**config.mk**
```make
export PLATFORM = sky130hd
export DESIGN_NAME = mpadder_modred
export DESIGN_NICKNAME = d
export VERILOG_FILES = /design/src/rtl/mpadder_modred_pkg.sv /design/src/rtl/mpadder_modred_limb_sub.sv /design/src/rtl/mpadder_modred.sv
export SDC_FILE = /design/constraint.sdc
export NUM_CORES = 1
export LEC_CHECK = 0
export BUFFER_PORTS_ARGS = -buffer_cell sky130_fd_sc_hd__buf_2
export CELL_PAD_IN_SITES_DETAIL_PLACEMENT = 1
export CELL_PAD_IN_SITES_GLOBAL_PLACEMENT = 2
export CORE_MARGIN = 1.5
export CORE_UTILIZATION = 36
export CTS_CLUSTER_DIAMETER = 60
export DETAILED_ROUTE_END_ITERATION = 16
export GPL_TIMING_DRIVEN = 0
export PLACE_DENSITY = 0.79
export SLEW_MARGIN = 20
export SYNTH_ARGS = -nofsm -noshare
export SYNTH_HDL_FRONTEND = slang
export SYNTH_SLANG_ARGS = --single-unit
```
**constraint.sdc**
```tcl
create_clock -name clk -period 5 [get_ports clk]
set_input_delay 0.5 -clock clk [delete_from_list [all_inputs] [get_ports clk]]
set_output_delay 0.5 -clock clk [all_outputs]
set_load 0.1 [all_outputs]
```
**src/rtl/mpadder_modred_pkg.sv**
```systemverilog
// Shared constants for the modular-reduction stage of the multi-precision adder.
// State encodings are plain localparams so older code can compare against them directly.
package mpmod_pkg;

  localparam int DEF_WIDTH = 128;
  localparam int DEF_LIMB  = 64;

  localparam logic [1:0] ST_IDLE = 2'd0;
  localparam logic [1:0] ST_SUB  = 2'd1;
  localparam logic [1:0] ST_SEL  = 2'd2;

  // Counter must be at least one bit wide even for a single-limb build.
  function automatic int cntWidth(input int nLimbs);
    return (nLimbs <= 1) ? 1 : $clog2(nLimbs);
  endfunction

  localparam int DEF_CNT_W = cntWidth(DEF_WIDTH / DEF_LIMB);

endpackage

```
**src/rtl/mpadder_modred_limb_sub.sv**
```systemverilog
// One limb of the serial subtractor: {bout, d} = a - b - bin, purely combinational.
module mp_limb_sub #(
  parameter int LIMB = 64
) (
  input  logic [LIMB-1:0] a,
  input  logic [LIMB-1:0] b,
  input  logic            bin,
  output logic [LIMB-1:0] d,
  output logic            bout
);

  logic [LIMB:0] wide;

  assign wide = {1'b0, a} - {1'b0, b} - {{LIMB{1'b0}}, bin};
  assign d    = wide[LIMB-1:0];
  assign bout = wide[LIMB];

endmodule

```
**src/rtl/mpadder_modred.sv**
```systemverilog
// Reduces the adder's WIDTH+1-bit sum modulo M by one serial, limb-wise conditional subtraction.
// Optional feature: define MPADDER_MODRED_BYPASS_EN to add a bypass input that skips the reduction.
module mpadder_modred
  import mpmod_pkg::*;
#(
  parameter int WIDTH = DEF_WIDTH,
  parameter int LIMB  = DEF_LIMB
) (
  input  logic             clk,
  input  logic             resetn,
  input  logic             start,
`ifdef MPADDER_MODRED_BYPASS_EN
  input  logic             bypass,
`endif
  input  logic [WIDTH:0]   S,
  input  logic [WIDTH-1:0] M,
  output logic [WIDTH-1:0] R,
  output logic             done,
  output logic             busy
);

  localparam int NLIMBS = WIDTH / LIMB;
  localparam int CNT_W  = cntWidth(NLIMBS);
  localparam logic [CNT_W-1:0] LAST_CNT = CNT_W'(NLIMBS - 1);

  logic [1:0]       state;
  logic [CNT_W-1:0] cnt;
  logic             borrow;
  logic [WIDTH-1:0] regS;
  logic [WIDTH-1:0] regM;
  logic [WIDTH-1:0] diff;
  logic [WIDTH-1:0] sOrig;
  logic             sCarry;
  logic             bypassReg;
  logic [LIMB-1:0]  limbDiff;
  logic             limbBout;
  logic             useDiff;

  mp_limb_sub #(.LIMB(LIMB)) uLimbSub (
    .a    (regS[LIMB-1:0]),
    .b    (regM[LIMB-1:0]),
    .bin  (borrow),
    .d    (limbDiff),
    .bout (limbBout)
  );

  // A carry out of the adder means S >= 2^WIDTH > M, so the difference is always the answer.
`ifdef MPADDER_MODRED_BYPASS_EN
  assign useDiff = (sCarry | ~borrow) & ~bypassReg;
`else
  assign useDiff = sCarry | ~borrow;
`endif

  assign busy = (state != ST_IDLE);

  always_ff @(posedge clk or negedge resetn) begin
    if (!resetn) begin
      state     <= ST_IDLE;
      cnt       <= '0;
      borrow    <= 1'b0;
      regS      <= '0;
      regM      <= '0;
      diff      <= '0;
      sOrig     <= '0;
      sCarry    <= 1'b0;
      bypassReg <= 1'b0;
      R         <= '0;
      done      <= 1'b0;
    end else begin
      done <= 1'b0;
      case (state)
        ST_IDLE: begin
          if (start) begin
            regS   <= S[WIDTH-1:0];
            regM   <= M;
            sOrig  <= S[WIDTH-1:0];
            sCarry <= S[WIDTH];
            cnt    <= '0;
            borrow <= 1'b0;
`ifdef MPADDER_MODRED_BYPASS_EN
            bypassReg <= bypass;
`else
            bypassReg <= 1'b0;
`endif
            state  <= ST_SUB;
          end
        end
        ST_SUB: begin
          // Limbs enter from the top so the final limb lands in place after NLIMBS shifts.
          diff   <= {limbDiff, diff[WIDTH-1:LIMB]};
          regS   <= {{LIMB{1'b0}}, regS[WIDTH-1:LIMB]};
          regM   <= {{LIMB{1'b0}}, regM[WIDTH-1:LIMB]};
          borrow <= limbBout;
          cnt    <= cnt + 1'b1;
          if (cnt == LAST_CNT) begin
            state <= ST_SEL;
          end
        end
        ST_SEL: begin
          R     <= useDiff ? diff : sOrig;
          done  <= 1'b1;
          state <= ST_IDLE;
        end
        default: begin
          state <= ST_IDLE;
        end
      endcase
    end
  end

endmodule

```
==> results.toml <==
[outcome]
outcome = "finished, final reports clean"

[setup_path]
cp_cell_sequence = "inv_1 -> fa_1 -> inv_1 -> ha_1 -> or2_2 -> fa_1 -> or3b_1 -> a221oi_4 -> a211oi_2 -> or4_4 -> nand3_1 -> nand3b_1 -> o21a_1 -> a21oi_1 -> xor2_1 -> o21ai_1"
max_stage_delay_ns = 0.62
timing.critical_path.from = "borrow"
worst_r2r_path_depth = 16
rr_endpoint = "diff[120]"
type_of_origin_of_the_critical_path = "register"
timing.rr.start = "borrow"
timing.critical_path.required_ns = 5.49
regToRegSetupSlack_ns = 0.21
critical_path_slowest_stage_cell = "or4_4"
crit_path_end_kind = "register"
crit_fanout = 3
worst-endpoint-arrival_ns = 5.28
criticalPathCategory = "reg -> reg"

[synth]
syn_area_per_cell_um2 = 9.01
cell_area_synth_mm2 = 0.0303
async_flop_share_pct = 100
synth_edf_count = 0
syn-num-nets = 3756
synth_sequential_area_ratio_pct = 53.3
syn-instance-count = 3368
post_synth_num_cell_types = 68
top_post_synthesis_cells_by_area = "dfrtp_1, nand2_1, ha_1, mux2i_1, o21ai_0"
synth_flop_cell = "dfrtp_1"
synth_top_cell_area_share_pct = 53.3
synth_top_cell_by_area = "dfrtp_1"
yosysWarningCount = 0
ys_ff_latch = 646

[grt]
globalRoute.busiestLayer = "met2"
first_pass_grt_wire_length_um = 168000
grt_antenna_before_repair = 9
grt_pass1_vias = 27100
global_route.usage.met2_pct = 42.4
track_usage_pct = 25.8
grt_start_max_net_pins = 94
grt_use_met3_pct = 3.42
globalRouteMet1Util_pct = 36.2
overall_overflow_remaining_after_global_route = 0

[timing]
worst_slack_ns = 0.209
layout_worst_path_cycle_share_pct = 95.8
timing_max_transition_violations_final = 0
worstMarginPinSlew_ns = 1.09
timing.final.crit_period_ns = 4.79
final.hold.worst_slack_ns = 0.0577
timing.final.hold_violations = 0
finalSetupTns_ns = 0
max_slew_margin_pct = 27.1
fin_worst_skew_ns = 0.0166
setup-violations-final = 0
setup_repair_after_global_routing_missed_its_margin = "no"
clock.fmax_ghz = 0.209

[detailed_routing]
drc = 0
drtPass1Iterations = 7
routed-via-count = 25400
dr.first_iter.drc_count = 1529
routed_via_density = 5.09
wirelength_um = 110000
route.detailed.wl_per_inst_um = 22.1
drtAntennaViolNets = 0

[clock_tree]
cts.clk_slew.worst_paths_ns = 0.06
clock_insertion_delay_worst_skew_ns = 0.63
cts_sinks = 646
h_tree_levels = 3
numCtsBuffers = 82
cts_root_buf = "clkbuf_16"
tritoncts_clock_tree = "done"
cts_buffer_depth = 3
post-cts-setup-buffer-count = 0

[final_layout]
final_common_cell = "nand2_1"
finish.net_count = 4240
layout-area-overhead-vs-synth_pct = 20.9
layout_cells_sized_above_1_pct = 14.3
final_cell_mix = "nand2_1, dfrtp_1, buf_2"
finalCoreUtilization_pct = 43.9

[worst_hold_path]
start_point_of_the_worst_hold_path = "M[73]"
holdCritPathClass = "in -> reg"
worstHoldEndpoint = "regM[73]"
min_delay_path_depth = 3

[placement]
port_buffers = 389
place.detailed.hpwl_um = 84000
pre_cts_slack_ns = 0.206
gp_congestion = 0.870

[die]
floorplan.initialDensity_pct = 36.3
io-pin-count = 390
fp-row-count = 106
die_width_um = 293
design.die.area_mm2 = 0.0861
die-height_um = 293
placeableCoreArea_mm2 = 0.0836

[job]
cap_violations = 0
-- synth_stat cells (4+ instances only) --
master,number
a31oi_1,6
a22oi_1,63
xnor2_1,33
nand3_1,77
o311ai_0,63
and3_1,8
o21ai_0,204
a21o_1,23
nor4_1,4
o21ai_1,19
ha_1,126
nand4_1,23
buf_1,13
nor3_1,11
o21bai_1,15
nand2b_1,5
o31ai_1,7
a221oi_1,5
buf_2,4
nor2_1,38
o211ai_1,6
mux2i_1,128
nor2b_1,6
clkbuf_1,174
and2_1,7
dfrtp_1,646
a211oi_1,5
nand2_1,1275
a21oi_1,84
xor2_1,25
o21a_1,5
inv_1,209
-- worst max-delay path: cells and delay by family, from the launching register on --
kind	cells	cell delay (ns)
simple gates	5	1.70
xor+xnor	1	0.22
flops	1	0.36
compound gates	5	1.08
buf+inv	2	0.13
fa+ha+maj	3	1.16
-- state kept, by name, summed over array words and instances, names as in the netlist --
register,cells
sOrig,128
R,128
regM,128
regS,128
borrow,1
sCarry,1
cnt,1
done,1
diff,128
state,2
-- logic make-up (layout without fill, tap and decap cells) --
kind of cell / Yosys count / in the layout / share of synthesized area (%)
buffers and inverters: 400 / 944 / 4.96
XOR/XNOR: 59 / 59 / 1.73
flip-flops: 646 / 646 / 53.3
other: 0 / 3 / 0
adder cells (fa/ha/maj): 128 / 128 / 5.33
AO/OA/AOI/OAI: 533 / 533 / 11.2
multiplexers: 128 / 128 / 4.22
AND/OR/NAND/NOR: 1474 / 1474 / 19.3
-- area by class of cell --
cell class / instances / area, um^2
multi-input cells: 2322 / 12700
repair buffers: 400 / 2230
fillers: 9852 / 46900
diodes: 3 / 7.51
clock inverters: 35 / 422
well taps: 1080 / 1350
inverters: 209 / 785
clock buffers: 109 / 2310
flip-flops and latches: 646 / 16200
plain buffers: 191 / 738
-- layer usage --
metal	up-vias	wire [um]
met5	-	41
met3	98	4300
met2	442	52100
li1	12100	-
met4	8	1760
met1	12800	52300
-- timing repair --
action | CTS | global route
endpoints found under the hold margin | 71 | 0
setup endpoints to repair | 0 | 2
hold buffers | 1 | 0
gates resized for setup | 0 | 3
-- how the worst max path moves through the flow --
stage | to | slack (ns)
2_1_floorplan | diff[122] | 0.98
3_3_place_gp | sOrig[39] | -10.93
3_5_place_dp | diff[120] | 0.21
4_1_cts | diff[120] | 0.17
5_1_grt | diff[120] | 0.02
6_report | diff[120] | 0.21
-- metrics by stage --
stage	instances	instance area, um^2
after global routing	4993	36700
after global placement	4837	33600
final	4995	36700
after detailed placement	4847	33900
after floorplan	3368	30300
after CTS	4992	36700
Power is left out: the tool's default activity adds up to more than one toggle a clock period on the data nets, which glitch-free logic cannot reach.
